## config.mk

```make
export PLATFORM = sky130hd
export DESIGN_NAME = systolic_feeder
export DESIGN_NICKNAME = d
export VERILOG_FILES = /design/src/rtl/systolic_pkg.sv /design/src/rtl/systolic_feeder_fifo.sv /design/src/rtl/systolic_feeder.sv
export SDC_FILE = /design/constraint.sdc
export NUM_CORES = 1
export LEC_CHECK = 0
export CAP_MARGIN = 10
export CORE_MARGIN = 4
export CORE_UTILIZATION = 55
export DETAILED_ROUTE_END_ITERATION = 16
export PLACE_DENSITY = 0.86
export SETUP_SLACK_MARGIN = 0.1
export SYNTH_ARGS = -nofsm -noshare
export SYNTH_HDL_FRONTEND = slang
export SYNTH_SLANG_ARGS = --single-unit
```

## constraint.sdc

```tcl
create_clock -name clk -period 2.95 [get_ports clk]
set_input_delay 0.59 -clock clk [delete_from_list [all_inputs] [get_ports clk]]
set_output_delay 0.59 -clock clk [all_outputs]
set_load 0.03 [all_outputs]
```

## src/rtl/systolic_pkg.sv

```systemverilog
// Shared types and defaults for the systolic array feeder.
// Holds the feeder FSM encoding and the drain-length helper.
package systolic_pkg;

  typedef enum logic [1:0] {
    FILL   = 2'd0,
    STREAM = 2'd1,
    DRAIN  = 2'd2
  } feeder_state_t;

  localparam int unsigned DEF_N     = 4;
  localparam int unsigned DEF_LANES = 4;

  // Cycles needed to flush the deepest skew lane.
  function automatic int unsigned drain_len(
    input int unsigned lanes
  );
    return 2 * lanes - 1;
  endfunction

endpackage

```

## src/rtl/systolic_feeder_fifo.sv

```systemverilog
// Synchronous FIFO buffering operand vectors for the feeder.
// Head is read combinationally; async active-low reset.
module feeder_fifo #(
  parameter int unsigned W     = 16,
  parameter int unsigned DEPTH = 8
) (
  input  logic                         clk,
  input  logic                         nrst,
  input  logic                         push,
  input  logic                         pop,
  input  logic [W-1:0]                 wdata,
  output logic [W-1:0]                 rdata,
  output logic [$clog2(DEPTH+1)-1:0]   count
);

  localparam int unsigned AW = (DEPTH > 1) ? $clog2(DEPTH) : 1;
  localparam int unsigned CW = $clog2(DEPTH + 1);

  logic [W-1:0]  mem_q [DEPTH];
  logic [AW-1:0] wp_q, wp_d;
  logic [AW-1:0] rp_q, rp_d;
  logic [CW-1:0] cnt_q, cnt_d;

  function automatic logic [AW-1:0] inc(
    input logic [AW-1:0] p
  );
    return (p == AW'(DEPTH - 1)) ? '0 : p + AW'(1);
  endfunction

  always_comb begin
    wp_d  = push ? inc(wp_q) : wp_q;
    rp_d  = pop  ? inc(rp_q) : rp_q;
    cnt_d = cnt_q;
    unique case ({push, pop})
      2'b10:   cnt_d = cnt_q + CW'(1);
      2'b01:   cnt_d = cnt_q - CW'(1);
      default: cnt_d = cnt_q;
    endcase
  end

  always_ff @(posedge clk or negedge nrst) begin
    if (!nrst) begin
      wp_q  <= '0;
      rp_q  <= '0;
      cnt_q <= '0;
    end else begin
      wp_q  <= wp_d;
      rp_q  <= rp_d;
      cnt_q <= cnt_d;
    end
  end

  always_ff @(posedge clk) begin
    if (push) mem_q[wp_q] <= wdata;
  end

  assign rdata = mem_q[rp_q];
  assign count = cnt_q;

endmodule

```

## src/rtl/systolic_feeder.sv

```systemverilog
// Tile feeder: buffers vectors, streams K-vector tiles, then drains.
// SYSTOLIC_FEEDER_STATS_EN adds a 16-bit tile_count output.
module systolic_feeder
  import systolic_pkg::*;
#(
  parameter int unsigned n     = DEF_N,
  parameter int unsigned LANES = DEF_LANES,
  parameter int unsigned K     = 4,
  parameter int unsigned DEPTH = 8
) (
  input  logic               clk,
  input  logic               nrst,
  input  logic               in_valid,
  output logic               in_ready,
  input  logic [LANES*n-1:0] in_data,
  output logic [LANES*n-1:0] lane_data,
  output logic               lane_valid,
  output logic               tile_start,
  output logic               tile_done,
`ifdef SYSTOLIC_FEEDER_STATS_EN
  output logic [15:0]        tile_count,
`endif
  output logic               busy
);

  localparam int unsigned W    = LANES * n;
  localparam int unsigned D    = drain_len(LANES);
  localparam int unsigned CW   = $clog2(DEPTH + 1);
  localparam int unsigned BMAX = (K > D) ? K : D;
  localparam int unsigned BW   = $clog2(BMAX + 1);

  feeder_state_t state_q, state_d;
  logic [BW-1:0] beat_q, beat_d;
  logic [CW-1:0] count;
  logic [W-1:0]  head;
  logic          push, pop;
  logic          start_d, done_d;

  logic [W-1:0]  lane_data_q;
  logic          lane_valid_q;
  logic          tile_start_q;
  logic          tile_done_q;

  assign in_ready = (count < CW'(DEPTH));
  assign push     = in_valid && in_ready;

  feeder_fifo #(
    .W     (W),
    .DEPTH (DEPTH)
  ) u_fifo (
    .clk   (clk),
    .nrst  (nrst),
    .push  (push),
    .pop   (pop),
    .wdata (in_data),
    .rdata (head),
    .count (count)
  );

  always_ff @(posedge clk or negedge nrst) begin
    if (!nrst) begin
      state_q <= FILL;
      beat_q  <= '0;
    end else begin
      state_q <= state_d;
      beat_q  <= beat_d;
    end
  end

  always_comb begin
    state_d = state_q;
    beat_d  = beat_q;
    unique case (state_q)
      FILL: begin
        beat_d = '0;
        if (count >= CW'(K)) state_d = STREAM;
      end
      STREAM: begin
        if (beat_q == BW'(K - 1)) begin
          state_d = DRAIN;
          beat_d  = '0;
        end else begin
          beat_d = beat_q + BW'(1);
        end
      end
      DRAIN: begin
        if (beat_q == BW'(D - 1)) begin
          state_d = FILL;
          beat_d  = '0;
        end else begin
          beat_d = beat_q + BW'(1);
        end
      end
      default: begin
        state_d = FILL;
        beat_d  = '0;
      end
    endcase
  end

  always_comb begin
    pop     = 1'b0;
    start_d = 1'b0;
    done_d  = 1'b0;
    unique case (1'b1)
      (state_q == STREAM): begin
        pop     = 1'b1;
        start_d = (beat_q == '0);
      end
      (state_q == DRAIN): begin
        done_d = (beat_q == BW'(D - 1));
      end
      default: ;
    endcase
  end

  // Padding cycles output zero so the skew chains flush cleanly.
  always_ff @(posedge clk or negedge nrst) begin
    if (!nrst) begin
      lane_data_q  <= '0;
      lane_valid_q <= 1'b0;
      tile_start_q <= 1'b0;
      tile_done_q  <= 1'b0;
    end else begin
      lane_data_q  <= pop ? head : '0;
      lane_valid_q <= pop;
      tile_start_q <= start_d;
      tile_done_q  <= done_d;
    end
  end

`ifdef SYSTOLIC_FEEDER_STATS_EN
  logic [15:0] tile_count_q;

  always_ff @(posedge clk or negedge nrst) begin
    if (!nrst) tile_count_q <= '0;
    else if (done_d) tile_count_q <= tile_count_q + 16'd1;
  end

  assign tile_count = tile_count_q;
`endif

  assign lane_data  = lane_data_q;
  assign lane_valid = lane_valid_q;
  assign tile_start = tile_start_q;
  assign tile_done  = tile_done_q;
  assign busy       = (state_q != FILL);

endmodule

```

==> key figures <==
Drt
  – Avg WL per Cell: 21.6 um
  – Via count: approximately 3.2k
  – WL final: approximately 12000 um
  – DR vias/cell: just under 6
  – Final ANT Viol Nets: 0
  – Starting DRT DRC Count: between 200 and 250
  – First drt pass iteration count: 5
  – Residual DRC: 0

Finish
  – Finished Cell Area: around 7500 sq um
  – Layout cell share with drive strength beyond 1: approximately a fifth
  – Fillcell total: 714
  – Final #Nets: between 400 and 500
  – Area Growth Syn to Fin: 18.3%
  – Count of antenna diodes in the layout: 0
  – Fin cells: roughly 550
  – Final core utilization: 67.7%

Clocking
  – CTS tree: yes
  – CTS Sinks: approximately 160
  – Hold_buf cts: 0
  – CTS Buffer Depth: 2
  – CTS Buf Count: 17
  – Worst skew pair latency: between 0.4 and 0.5 ns
  – Post-CTS resize count: 0
  – Clock root buffer: clkbuf_16
  – Number of setup buffers added after CTS: 0
  – # H-tree levels: 4
  – CTS clk-pin slew, worst paths: approximately 0.060 ns

STA
  – Worst rel slew slack: 45.3%
  – Maximum clock frequency: about 410 MHz
  – Final Slew Violations: 0
  – Setup TNS: 0 ns
  – Worst-Margin Slew: 0.821 ns
  – Final Cycle Share: around 83%
  – # setup viols final: 0
  – Clock Skews: 0.00813 ns
  – Post-layout minimum cycle time: approximately 2.4 ns
  – Final hold viol count: 0
  – RSZ-0062 raised after global routing: no

Worst setup path
  – Worst EP required: 2.36 ns
  – CP Cell Sequence: inv_1 -> ha_1 -> inv_1 -> clkdlybuf4s50_1
  – CP Class: flop to primary output
  – CP most frequent cell: inv_1
  – Max incr delay on CP: 0.66 ns
  – WP data arrival: ~1.9 ns
  – Crit end category: primary output
  – CP startpoint kind: flop
  – Crit-path slowest cell: clkdlybuf4s50_1
  – Critical path peak fanout: 4

Power
  – Worst VDD drop: around 0.85 mV
  – Internal power: 0.00495 W
  – Total power draw: between 0.007 and 0.008 W
  – Combinational share of power: between 20 and 30%
  – Lkg Pwr: 2.70 nW
  – Clk pwr share: approximately 28%
  – Reg power frac: between 40% and 50%
  – Net Switching: 0.00229 W
  – Power density over the cells: between 900 and 1000 nW/um^2
  – Switch share: a little under a third

Synthesis
  – Post-synth EDFFs: ~130
  – Synth Area in Compound Gates: under 10%
  – Post-synthesis xor/xnor area fraction: 0.694%
  – #FFs+latches synth: 162
  – Mux cell area share after synthesis: between 10% and 20%
  – Unique cell type count in the Yosys netlist: 42
  – Synth Area per Inst: between 15 and 20 sq um
  – Fraction of registers with async set/reset: approximately a fifth
  – Gate Count Post-Synth: 335
  – Largest family of logic cells by synthesized area: multiplexers
  – Top FF cell, synth: edfxtp_1
  – Post-synthesis sequential area ratio: roughly three quarters
  – Net count after synthesis: 370
  – Synth Area in Simple Gates: about 2.4%
  – Adder-Cell Fraction of Synth Area: 3.17%
  – Yosys warns: 0
  – Mapped cell area: 6310 sq um

Min path
  – Hold Path Class: input pin to async pin

GRT
  – Initial antenna violation count: 0
  – GRT Util Overall: ~19%
  – Global-route wire length before repair: between 15000 and 20000 um
  – Vias in the first global route: approximately 3.4k
  – Largest net degree at the start of global routing: 35
  – Gr ovfl total: 0

Die
  – Die width: roughly 120 um
  – Site Rows: 38
  – Die ar.: 13300 sq um
  – Core box area: between 10000 and 15000 sq um
  – Initial Util: 57.2%
  – Height of the die: 115 um
  – Ports: 40

Place
  – Placed Instance Area: a little under 7000 sq um
  – Gp weighted congestion: between 0.7 and 0.8
  – DP HPWL: about 6800 um
  – PortBufs: 39
  – Placed cell count: 513

Run
  – MaxCap Viol Count: 0

Status
  – Status: finished clean
stage by stage:
step	setup WS (ns)	hold WS (ns)
after floorplan	0.422	0.294
after global placement	0.640	0.520
after detailed placement	0.580	0.527
after CTS	0.484	0.299
after global routing	0.416	0.358
final	0.506	0.266
final cells by class:
type | count | area, sq um | share of cell area (%)
flip-flops and latches | 162 | 4700 | 62.9
multi-input cells | 148 | 1520 | 20.3
repair buffers | 52 | 495 | 6.64
clock buffers | 20 | 437 | 5.85
well taps | 140 | 175 | 2.35
clock inverters | 12 | 106 | 1.42
inverters | 11 | 41.3 | 0.553
flip-flops by register name, summed over array words and instances (netlist names), 2 cells and up:
| signal | count |
|---|---|
| u_fifo.mem_q | 128 |
| lane_data | 16 |
| u_fifo.count | 4 |
| beat_q | 3 |
| u_fifo.rp_q | 3 |
| u_fifo.wp_q | 3 |
| state_q | 2 |
Yosys cell counts, drive strengths merged, types with 4 or more instances:
cell type / instances / area (sq um)
nor3: 5 / 25.0
mux4: 16 / 387
buf: 12 / 85.1
dfrtp: 34 / 851
a211oi: 16 / 120
inv: 10 / 37.5
mux2i: 16 / 160
nand2: 4 / 15.0
ha: 16 / 200
edfxtp: 128 / 3840
and3: 4 / 25.0
o21ai: 4 / 20.0
o22ai: 16 / 100
mux2: 21 / 236
nor2: 6 / 22.5
logic make-up after synthesis:
group,after synthesis
AOI/OAI and AO/OA,45
xor gates and xnor gates,5
adders and majority gates,16
buffers and inverters,25
DFF,162
muxes,53
and+or+nand+nor,29
power groups by stage:
stage          Sequential [W]  Clock [W]  Combinational [W]
6_report              0.00308    0.00202            0.00215
4_1_cts               0.00308    0.00204            0.00217
5_1_grt               0.00312    0.00216            0.00232
3_3_place_gp          0.00309          0            0.00206
3_5_place_dp          0.00312          0            0.00215
2_1_floorplan         0.00317          0            0.00142
routing by layer:
metal  up-vias  track usage [%]  part of all wire, %
met4         0             6.73                  1.5
met2       108             31.7                   52
li1       1442                -                    -
met3        18             5.11                  5.1
met5         -                0                    0
met1      1650             24.9                   42
final timing paths:
kind	from	endpoint	slack, ns	cells after the start
worst min register to register	u_fifo.count[0]	u_fifo.count[0]	0.55	1
worst max register to register	state_q[1]	u_fifo.count[2]	0.87	9
min in group clk	u_fifo.count[0]	u_fifo.count[0]	0.55	1
worst max-delay path	state_q[0]	busy	0.51	4
max in group asynchronous	nrst	u_fifo.rp_q[2]	2.11	1
worst min-delay path	nrst	u_fifo.count[3]	0.27	1
worst max-delay path, delay by kind of cell (launching register included):
family / cells / cell delay [ns]
buffers and inverters: 3 / 0.81
flip-flops: 1 / 0.40
adder cells (fa/ha/maj): 1 / 0.24
cells in the final DEF, fill, tap and decap left out, types with 2 or more instances in the layout:
master	instances
a211oi_1	16
a21o_1	2
a21oi_1	3
and3_1	4
buf_4	12
clkbuf_1	3
clkbuf_16	17
clkdlybuf4s50_1	38
clkinv_1	3
clkinv_2	2
clkinvlp_4	2
dfrtp_1	33
edfxtp_1	128
ha_1	16
inv_1	9
inv_6	4
mux2_1	2
mux2_2	19
mux2i_1	16
mux4_1	7
mux4_2	9
nand2_1	4
nand2b_1	2
nand3_1	2
nor2_1	6
nor3_2	4
o21ai_0	3
o22ai_1	16
xnor2_1	3
xor2_1	2
No activity file was read; power rests on OpenSTA's default activity.
